**config.mk**
```make
export PLATFORM = sky130hd
export DESIGN_NAME = mbist_march_gen_flat
export DESIGN_NICKNAME = d
export VERILOG_FILES = /design/src/rtl/mbist_march_gen_if.sv /design/src/rtl/mbist_march_gen.sv /design/src/flat_wrapper.sv
export SDC_FILE = /design/constraint.sdc
export NUM_CORES = 1
export LEC_CHECK = 0
export ABC_AREA = 1
export CAP_MARGIN = 20
export CORE_ASPECT_RATIO = 1.5
export CORE_MARGIN = 4
export CORE_UTILIZATION = 42
export CTS_CLUSTER_SIZE = 20
export DETAILED_ROUTE_END_ITERATION = 10
export GPL_TIMING_DRIVEN = 0
export HOLD_SLACK_MARGIN = 0.02
export PLACE_DENSITY_LB_ADDON = 0.1
export SYNTH_ARGS = -nofsm -noshare
export SYNTH_HDL_FRONTEND = slang
export SYNTH_SLANG_ARGS = --single-unit
```
**constraint.sdc**
```tcl
create_clock -name clk -period 2.1 [get_ports clk]
set_input_delay 0.42 -clock clk [delete_from_list [all_inputs] [get_ports clk]]
set_output_delay 0.42 -clock clk [all_outputs]
set_load 0.05 [all_outputs]
```
**src/rtl/mbist_march_gen_if.sv**
```systemverilog
// mbist_march_gen_if: bundles the BIST handshake, the SRAM port and the
// fail-status signals of the March C- sequencer.
// The sequencer itself connects to the master modport.
// The BIST controller and the SRAM port mux connect to the slave modport.
interface mbist_march_gen_if #(
    parameter int ADDR_W = 8,
    parameter int DATA_W = 4,
    parameter int ERR_W  = 8
);
    logic              start;
    logic [DATA_W-1:0] rdata;
    logic [ADDR_W-1:0] addr;
    logic [DATA_W-1:0] wdata;
    logic              we;
    logic              re;
    logic              busy;
    logic              done;
    logic              fail;
    logic [ADDR_W-1:0] fail_addr;
    logic [2:0]        fail_elem;
    logic [ERR_W-1:0]  err_cnt;

    modport master (
        input  start, rdata,
        output addr, wdata, we, re, busy, done,
        output fail, fail_addr, fail_elem, err_cnt
    );

    modport slave (
        output start, rdata,
        input  addr, wdata, we, re, busy, done,
        input  fail, fail_addr, fail_elem, err_cnt
    );
endinterface

```
**src/rtl/mbist_march_gen.sv**
```systemverilog
// mbist_march_gen: March C- MBIST sequencer for a single-port SRAM.
// Sequence:
//   {up(w D); up(r D,w ~D); up(r ~D,w D); dn(r D,w ~D); dn(r ~D,w D); up(r D)}
// The run issues one op per cycle, 10N ops in total.
// Each read's expected value is compared RD_LAT cycles later.
// Optional macro MBIST_CHKBD_EN switches the background D from all-zeros to an
// address-parity checkerboard.
module mbist_march_gen #(
    parameter int ADDR_W = 8,
    parameter int DATA_W = 4,
    parameter int RD_LAT = 1,
    parameter int ERR_W  = 8
) (
    input logic clk,
    input logic rst,
    mbist_march_gen_if.master bus
);
    localparam logic [1:0] IDLE  = 2'd0;
    localparam logic [1:0] RUN   = 2'd1;
    localparam logic [1:0] DRAIN = 2'd2;
    localparam logic [1:0] DONE  = 2'd3;

    localparam logic [ADDR_W-1:0] ADDR_MAX = '1;

    logic [1:0]        state;
    logic [2:0]        elem;       // March element index 0..5
    logic [ADDR_W-1:0] acnt;       // current address within the element
    logic              phase;      // 0: read op, 1: write op of a two-op element
    logic [2:0]        drain_cnt;

    logic              single_op;
    logic              rd_inv;
    logic              wr_inv;
    logic              down;
    logic              is_read;
    logic              is_write;
    logic              last_addr;
    logic              restart;
    logic [DATA_W-1:0] bg;
    logic [DATA_W-1:0] op_data;

    logic              pv    [RD_LAT];
    logic [DATA_W-1:0] pexp  [RD_LAT];
    logic [ADDR_W-1:0] paddr [RD_LAT];
    logic [2:0]        pelem [RD_LAT];
    logic              mismatch;

    logic              fail_r;
    logic [ADDR_W-1:0] fail_addr_r;
    logic [2:0]        fail_elem_r;
    logic [ERR_W-1:0]  err_r;

`ifdef MBIST_CHKBD_EN
    assign bg = {DATA_W{acnt[0] ^ acnt[ADDR_W-1]}};
`else
    assign bg = '0;
`endif

    // Element decode: M0 and M5 are single-op elements, and M3 and M4 run downwards.
    assign single_op = (elem == 3'd0) || (elem == 3'd5);
    assign rd_inv    = (elem == 3'd2) || (elem == 3'd4);
    assign wr_inv    = (elem == 3'd1) || (elem == 3'd3);
    assign down      = (elem == 3'd3) || (elem == 3'd4);
    assign is_read   = (state == RUN) && (elem != 3'd0) && !phase;
    assign is_write  = (state == RUN) && ((elem == 3'd0) || phase);
    assign last_addr = down ? (acnt == '0) : (acnt == ADDR_MAX);
    assign op_data   = is_read ? (rd_inv ? ~bg : bg) : (wr_inv ? ~bg : bg);
    assign restart   = ((state == IDLE) || (state == DONE)) && bus.start;

    // Sequencer FSM: steps through the ops, addresses and elements, then waits for the compare pipeline to drain.
    // NOTE: sequential state uses non-blocking assignments only, so every register samples pre-edge values.
    always_ff @(posedge clk) begin
        if (rst) begin
            state     <= IDLE;
            elem      <= '0;
            acnt      <= '0;
            phase     <= 1'b0;
            drain_cnt <= '0;
        end else begin
            case (state)
                IDLE, DONE: begin
                    if (bus.start) begin
                        state <= RUN;
                        elem  <= '0;
                        acnt  <= '0;
                        phase <= 1'b0;
                    end
                end
                RUN: begin
                    if (!single_op && !phase) begin
                        phase <= 1'b1;
                    end else begin
                        phase <= 1'b0;
                        if (!last_addr) begin
                            acnt <= down ? acnt - 1'b1 : acnt + 1'b1;
                        end else if (elem == 3'd5) begin
                            state     <= DRAIN;
                            drain_cnt <= '0;
                        end else begin
                            elem <= elem + 3'd1;
                            // Elements M3 and M4 start from the top address.
                            acnt <= ((elem == 3'd2) || (elem == 3'd3)) ? ADDR_MAX : '0;
                        end
                    end
                end
                DRAIN: begin
                    if (drain_cnt == 3'(RD_LAT - 1)) state <= DONE;
                    else                             drain_cnt <= drain_cnt + 3'd1;
                end
                default: state <= IDLE;
            endcase
        end
    end

    // Compare pipeline valid bits: one slot per read, flushed on reset.
    // NOTE: only the valid bits are reset; the payload below is qualified by them, so it carries no reset.
    always_ff @(posedge clk) begin
        if (rst) begin
            for (int i = 0; i < RD_LAT; i++) pv[i] <= 1'b0;
        end else begin
            pv[0] <= is_read;
            for (int i = 1; i < RD_LAT; i++) pv[i] <= pv[i-1];
        end
    end

    // Compare pipeline payload: expected data, address and element index for each read.
    always_ff @(posedge clk) begin
        pexp[0]  <= op_data;
        paddr[0] <= acnt;
        pelem[0] <= elem;
        for (int i = 1; i < RD_LAT; i++) begin
            pexp[i]  <= pexp[i-1];
            paddr[i] <= paddr[i-1];
            pelem[i] <= pelem[i-1];
        end
    end

    assign mismatch = pv[RD_LAT-1] && (bus.rdata != pexp[RD_LAT-1]);

    // Fail status: sticky flag, first-fail capture and a saturating error count; all cleared on restart.
    always_ff @(posedge clk) begin
        if (rst || restart) begin
            fail_r      <= 1'b0;
            fail_addr_r <= '0;
            fail_elem_r <= '0;
            err_r       <= '0;
        end else if (mismatch) begin
            fail_r <= 1'b1;
            if (!fail_r) begin
                fail_addr_r <= paddr[RD_LAT-1];
                fail_elem_r <= pelem[RD_LAT-1];
            end
            if (err_r != '1) err_r <= err_r + 1'b1;
        end
    end

    assign bus.we        = is_write;
    assign bus.re        = is_read;
    assign bus.addr      = (state == RUN) ? acnt : '0;
    assign bus.wdata     = is_write ? op_data : '0;
    assign bus.busy      = (state == RUN) || (state == DRAIN);
    assign bus.done      = (state == DONE);
    assign bus.fail      = fail_r;
    assign bus.fail_addr = fail_addr_r;
    assign bus.fail_elem = fail_elem_r;
    assign bus.err_cnt   = err_r;
endmodule

```
**src/flat_wrapper.sv**
```systemverilog
// flat-port wrapper written by rule: the top's interface ports become plain ports
module mbist_march_gen_flat 
#(
    parameter int ADDR_W = 8,
    parameter int DATA_W = 4,
    parameter int RD_LAT = 1,
    parameter int ERR_W  = 8
)
  (clk, rst, bus_start, bus_rdata, bus_addr, bus_wdata, bus_we, bus_re, bus_busy, bus_done, bus_fail, bus_fail_addr, bus_fail_elem, bus_err_cnt);
  mbist_march_gen_if #(.ADDR_W(ADDR_W), .DATA_W(DATA_W), .ERR_W(ERR_W)) bus_i ();
  input logic clk;
  input logic rst;
  input wire logic [$bits(bus_i.start)-1:0] bus_start;
  input wire logic [$bits(bus_i.rdata)-1:0] bus_rdata;
  output wire logic [$bits(bus_i.addr)-1:0] bus_addr;
  output wire logic [$bits(bus_i.wdata)-1:0] bus_wdata;
  output wire logic [$bits(bus_i.we)-1:0] bus_we;
  output wire logic [$bits(bus_i.re)-1:0] bus_re;
  output wire logic [$bits(bus_i.busy)-1:0] bus_busy;
  output wire logic [$bits(bus_i.done)-1:0] bus_done;
  output wire logic [$bits(bus_i.fail)-1:0] bus_fail;
  output wire logic [$bits(bus_i.fail_addr)-1:0] bus_fail_addr;
  output wire logic [$bits(bus_i.fail_elem)-1:0] bus_fail_elem;
  output wire logic [$bits(bus_i.err_cnt)-1:0] bus_err_cnt;
  assign bus_i.start = bus_start;
  assign bus_i.rdata = bus_rdata;
  assign bus_addr = bus_i.addr;
  assign bus_wdata = bus_i.wdata;
  assign bus_we = bus_i.we;
  assign bus_re = bus_i.re;
  assign bus_busy = bus_i.busy;
  assign bus_done = bus_i.done;
  assign bus_fail = bus_i.fail;
  assign bus_fail_addr = bus_i.fail_addr;
  assign bus_fail_elem = bus_i.fail_elem;
  assign bus_err_cnt = bus_i.err_cnt;
  mbist_march_gen #(.ADDR_W(ADDR_W), .DATA_W(DATA_W), .RD_LAT(RD_LAT), .ERR_W(ERR_W)) u_core (.clk(clk), .rst(rst), .bus(bus_i));
endmodule
```
==> flow_summary.yaml, run 1 <==
outcome:
  outcome: "complete, but fails checks"
  violations: "setup timing"
die:
  pin_count: 43
  die_w_um: 73.2
  die_h_um: 106
  num_rows: 35
  die-area_mm2: 0.00774
  core_region_area_mm2: 0.00617
  start_util: 0.433
timing:
  finalSetupViolCount: 3
  fin_skew_ps: 7.40
  finalHoldViolCount: 0
  fmax_mhz: 475
  setup_slack_ps: -5.05
  max_slew_margin: 0.640
  timing.setup.tns_ps: -14.2
  rsz0062_at_grt: "true"
  period_share: 1.00
  post-route-min-period_ps: 2110
  hold_ws_ps: 438
  maxSlewViolCount: 0
  worstMarginPinSlew_ps: 540
power_and_ir_drop:
  seqPwrFrac: 0.298
  power_frac_comb: 0.574
  switching_share: 0.481
  power.share.clock: 0.128
  irDropWorstVdd_mv: 1.02
  power.density_mw_per_mm2: 1280
  switchingPower_mw: 2.13
  p_total_mw: 4.43
  p_leak_nw: 1.59
  intPower_mw: 2.30
clock_tree:
  cts_buffers: 5
  clkTransAtPathRegs_ps: 100
  h-tree-depth: 2
  clock_latency_ps: 300
  cts_root_buf: "clkbuf_8"
  cts_tree: "yes"
  cts.sinks: 50
  hold_buffers: 0
  clockBufferDepth: 2
finish:
  synthToLayoutAreaGrowth_pct: 29.9
  finalNonFillerCells: 511
  final_layout_size_suffix_gt1_frac: 0.190
  nFillCells: 612
  stdcell_area_mm2: 0.00348
  utilization: 0.563
  diodes: 0
  finalNetCount: 463
route:
  ant_nets: 0
  drc: 0
  drt_first_pass_iters: 4
  drt-wirelength-per-cell_um: 12.0
  via_per_inst: 4.86
  vias: 2482
  dr.first_iter.drc_count: 92
  wirelength_mm: 6.11
grt:
  antenna_found_initial: 0
  grt_max_degree: 17
  grt_pass1_wl_mm: 10.6
  grt_pass1_vias: 2375
  track_usage: 0.169
  grt.overflow.total: 0
synth:
  yosys.area.top_type: "dfxtp_1"
  ys_ff_latch: 50
  yosys-top-cells-area: "dfxtp_1, nand2_1, ha_1"
  syn-num-nets: 408
  ys_seq_area_frac: 0.374
  synth_edf_count: 0
  syn_area_mm2: 0.00268
  syn_area_per_cell_um2: 7.02
  ys_warn_count: 0
  synth-async-reset-ratio: 0
  synth_top_area_share: 0.374
  ys.flop_type: "dfxtp_1"
  synth_most_common_cell: "nand2_1"
  synth_common_cells: "nand2_1, nor2_1, dfxtp_1"
  synth_cell_types: 29
  syn_inst: 381
critical_path:
  ff2ff_setup_slack_ps: 90
  r2r_end: "u_core.acnt[5]"
  critical_path_depth: 8
  crit_fanout: 4
  cp-end-kind: "primary output"
  cp_slowest_cell: "dfxtp_4"
  crit_type: "flop to primary output"
  worstPathCellList: "inv_4, ha_4, inv_4, o21ai_4, inv_2, nor3_4, buf_6, buf_8"
  cp.required_ps: 1680
  cpPeakStageDelay_ps: 380
  ff2ff_path_depth: 14
  critical-path-top-delay-family: "buffers and inverters"
  worstSetupStartpointType: "flop"
  critical_path_arrival_ps: 1690
  critPathBufInv: 5
  rr_startpoint: "u_core.elem[0]"
  cp_common_cell: "inv_4"
placed_design:
  port_buffers: 41
  dpl.cell_count: 496
  place_area_mm2: 0.00321
  place_ws_ps: -517
  gp_congestion: 0.867
  dp_hpwl_mm: 4.70
flow_run:
  maxCapViolCount: 0
min_path:
  min-delay-start: "u_core.elem[2]"
  worstHoldPathType: "flop to flop"
  holdPathEnd: "u_core.pelem[0][2]"
  whs_path_depth: 0
[routing by layer]
metal / wire, um / up-vias / track usage
met5: 0 / - / 0
met4: 253 / 0 / 0.0884
met3: 208 / 21 / 0.0277
met2: 3260 / 49 / 0.304
met1: 2390 / 1108 / 0.181
li1: - / 1304 / -
[cell type report]
cell class	instances	area, um^2	area share
buffer	10	68.8	0.0198
clock buffer	5	68.8	0.0198
clock inverter	3	21.3	0.00612
inverter	50	203	0.0583
multi-input combinational	271	1570	0.453
sequential	50	1010	0.290
tap	74	92.6	0.0266
timing repair buffer	48	439	0.126
[cell families after synthesis]
family,count (synthesis),synth area share
adders and majority gates,20,0.0963
AOI/OAI and AO/OA,51,0.104
xor gates and xnor gates,5,0.0164
and+or+nand+nor,195,0.319
DFF,50,0.374
buffers and inverters,60,0.0902
[power groups by stage]
stage          sequential, mW  clock (mW)  combinational [mW]
2_1_floorplan            1.35           0                1.67
3_3_place_gp             1.31           0                2.24
3_5_place_dp             1.31           0                2.26
4_1_cts                  1.32       0.590                2.44
5_1_grt                  1.35       0.628                2.82
6_report                 1.32       0.568                2.55
[how the worst max path moves through the flow]
stage              startpoint        endpoint  slack (ps)
6_report       u_core.elem[1]    bus_wdata[2]          -5
5_1_grt        u_core.elem[1]    bus_wdata[3]        -100
4_1_cts        u_core.elem[0]  u_core.acnt[7]           4
3_5_place_dp   u_core.elem[0]    bus_wdata[1]        -520
3_3_place_gp   u_core.elem[0]    bus_wdata[2]        -490
2_1_floorplan  u_core.elem[0]  u_core.acnt[6]         -10
[cell usage in the layout (no fill, tap or decap), types with 2 or more instances in the layout]
cell / n
nand3_1: 30
or2_2: 2
nor2_1: 57
ha_1: 10
nand3_2: 4
buf_2: 5
nand2_2: 4
a21oi_1: 27
ha_4: 7
nand2_4: 4
clkbuf_4: 6
nand2_1: 82
ha_2: 2
clkdlybuf4s50_1: 24
dfxtp_4: 2
inv_1: 40
clkbuf_8: 5
a21oi_2: 2
or2_4: 2
inv_2: 5
buf_6: 3
xor2_1: 5
o21ai_0: 16
nor3_1: 4
nand4_1: 2
clkbuf_1: 4
nor2_2: 2
inv_4: 4
buf_8: 3
buf_4: 11
dfxtp_1: 47
[what timing repair did]
action,CTS,global route
setup endpoints to repair,21,21
gates resized for setup,104,28
pin swaps,4,5
buffers inserted,5,2
[registers in the layout, indices dropped and copies added (netlist names)]
name / cells
u_core.acnt: 8
u_core.bus.err_cnt: 8
u_core.bus.fail: 1
u_core.bus.fail_addr: 8
u_core.bus.fail_elem: 3
u_core.drain_cnt: 3
u_core.elem: 3
u_core.paddr: 8
u_core.pelem: 3
u_core.pexp: 1
u_core.phase: 1
u_core.pv: 1
u_core.state: 2
No activity file was read; power rests on OpenSTA's default activity.
==> run 2, diff against run 1 <==
--- a/config.mk
+++ b/config.mk
@@ -7,9 +7,11 @@
 export LEC_CHECK = 0
 export ABC_AREA = 1
 export CAP_MARGIN = 20
+export CELL_PAD_IN_SITES_DETAIL_PLACEMENT = 0
+export CELL_PAD_IN_SITES_GLOBAL_PLACEMENT = 1
 export CORE_ASPECT_RATIO = 1.5
 export CORE_MARGIN = 4
-export CORE_UTILIZATION = 42
+export CORE_UTILIZATION = 34
 export CTS_CLUSTER_SIZE = 20
 export DETAILED_ROUTE_END_ITERATION = 10
 export GPL_TIMING_DRIVEN = 0
==> run 2 against run 1 <==
The flow now finishes without violations. Utilization fell by 8.9 points. Register-to-register slack is essentially flat. Setup slack better by 32 ps. Sequential cell count stayed put. Sequential power is essentially flat.
==> flow_summary.yaml, run 2 (same netlist as run 1, synthesis figures left out) <==
clock_tree:
  cts_root_buf: "clkbuf_16"
  clockBufferDepth: 2
  clock_latency_ps: 290
  h-tree-depth: 2
  cts.sinks: 50
  cts_tree: "yes"
  clkTransAtPathRegs_ps: 70
  cts_buffers: 5
  hold_buffers: 0
critical_path:
  critical_path_arrival_ps: 1650
  cp.required_ps: 1680
  cp_slowest_cell: "dfxtp_4"
  crit_fanout: 4
  worstSetupStartpointType: "flop"
  cp_common_cell: "inv_4"
  cpPeakStageDelay_ps: 370
  ff2ff_setup_slack_ps: 80
  worstPathCellList: "inv_4, ha_4, inv_4, o21ai_4, inv_2, nor3_4, buf_6, buf_8"
  crit_type: "flop to primary output"
  cp-end-kind: "primary output"
timing:
  maxSlewViolCount: 0
  hold_ws_ps: 414
  max_slew_margin: 0.611
  fmax_mhz: 482
  fin_skew_ps: 6.55
  post-route-min-period_ps: 2070
  worstMarginPinSlew_ps: 583
  rsz0062_at_grt: "true"
  finalSetupViolCount: 0
  period_share: 0.987
  finalHoldViolCount: 0
power_and_ir_drop:
  irDropWorstVdd_mv: 0.894
  p_leak_nw: 1.65
  power.density_mw_per_mm2: 1360
finish:
  synthToLayoutAreaGrowth_pct: 35.6
  area.sequential_mm2: 0.00101
  diodes: 0
  final_common_cell: "nand2_1"
  utilization: 0.474
  layout_common_cells: "nand2_1, nor2_1, dfxtp_1, inv_1, nand3_1"
  multi_input_area_mm2: 0.00159
  final_layout_size_suffix_gt1_frac: 0.204
  nFillCells: 817
  finalNetCount: 463
route:
  ant_nets: 0
  drt_first_pass_iters: 5
  dr.first_iter.drc_count: 58
  via_per_inst: 4.56
  wirelength_mm: 6.43
  drc: 0
  drt-wirelength-per-cell_um: 11.9
  vias: 2460
grt:
  grt_pass1_vias: 2352
  antenna_found_initial: 0
  track_usage: 0.146
  grt_pass1_wl_mm: 10.7
  grt.overflow.total: 0
  grt_max_degree: 17
min_path:
  worstHoldPathType: "flop to flop"
die:
  die_h_um: 117
  start_util: 0.349
  die_w_um: 80.4
  core_region_area_mm2: 0.00766
  num_rows: 39
  die-area_mm2: 0.00938
  pin_count: 43
placed_design:
  dp_hpwl_mm: 5.02
  gp_congestion: 0.768
  port_buffers: 41
outcome:
  outcome: "completed"
flow_run:
  maxCapViolCount: 0
==> run 2: cell types whose count changed in the layout (fill, tap and decap cells not counted), moves of 2 or more <==
| cell | delta |
|---|---|
| buf_2 | +5 |
| bufinv_16 | +2 |
| clkbuf_16 | +5 |
| clkbuf_4 | -4 |
| clkbuf_8 | -5 |
| inv_2 | +2 |
==> run 2: cell type report <==
cell class,instances,area share
Multi-Input combinational cell,271,0.439
Buffer,10,0.0193
Inverter,50,0.0572
Timing Repair Buffer,48,0.118
Clock buffer,5,0.0345
Tap cell,102,0.0352
Clock inverter,3,0.0190
Sequential cell,50,0.278
==> run 2: per-layer routing <==
metal | up-vias | part of all wire | track usage
met4 | 0 | 0.019 | 0.0564
met2 | 34 | 0.54 | 0.275
met1 | 1105 | 0.41 | 0.156
li1 | 1312 | - | -
met3 | 9 | 0.031 | 0.0293
met5 | - | 0 | 0
==> run 2: repair_timing <==
item	CTS	global route
pin swaps	2	12
endpoints found under the hold margin	0	0
setup buffers	3	4
endpoints found under the setup margin	20	28
resized for setup	99	35
==> run 2: through the flow <==
stage | TNS, ps | setup slack (ps) | area [um^2] | power [mW] | std cells
4_1_cts | 0 | 0.0910 | 3530 | 4.82 | 535
2_1_floorplan | -16.0 | -9.62 | 2700 | 3.02 | 381
6_report | 0 | 27.2 | 3630 | 4.94 | 539
5_1_grt | -405 | -76.2 | 3630 | 5.34 | 539
3_3_place_gp | -6480 | -489 | 3240 | 3.59 | 524
3_5_place_dp | -6470 | -486 | 3240 | 3.58 | 524
==> run 2: worst paths after layout <==
check        cells after the start            endpoint           start
max                              8        bus_wdata[1]  u_core.elem[0]
min                              0  u_core.pelem[0][0]  u_core.elem[0]
max reg2reg                     14      u_core.acnt[4]  u_core.elem[0]
min reg2reg                      0  u_core.pelem[0][0]  u_core.elem[0]
==> run 2: critical path, delay by kind of cell (launching register included) <==
| kind | cells | cell delay, ps |
|---|---|---|
| buffers and inverters | 5 | 450 |
| AND/OR/NAND/NOR | 1 | 260 |
| adder cells (fa/ha/maj) | 1 | 140 |
| AO/OA/AOI/OAI | 1 | 140 |
| flip-flops | 1 | 370 |
==> run 2: report_power, final <==
| part | total [mW] | internal, mW | switching [mW] |
|---|---|---|---|
| Combinational | 2.59 | 0.941 | 1.65 |
| Clock | 1.04 | 0.684 | 0.355 |
| Sequential | 1.31 | 1.14 | 0.172 |
==> run 3, diff against run 2 <==
--- a/config.mk
+++ b/config.mk
@@ -20,3 +20,4 @@
 export SYNTH_ARGS = -nofsm -noshare
 export SYNTH_HDL_FRONTEND = slang
 export SYNTH_SLANG_ARGS = --single-unit
+export TNS_END_PERCENT = 50
==> results of run 3 <==
The final DEF is identical to that of run 2; final timing and power are the same.
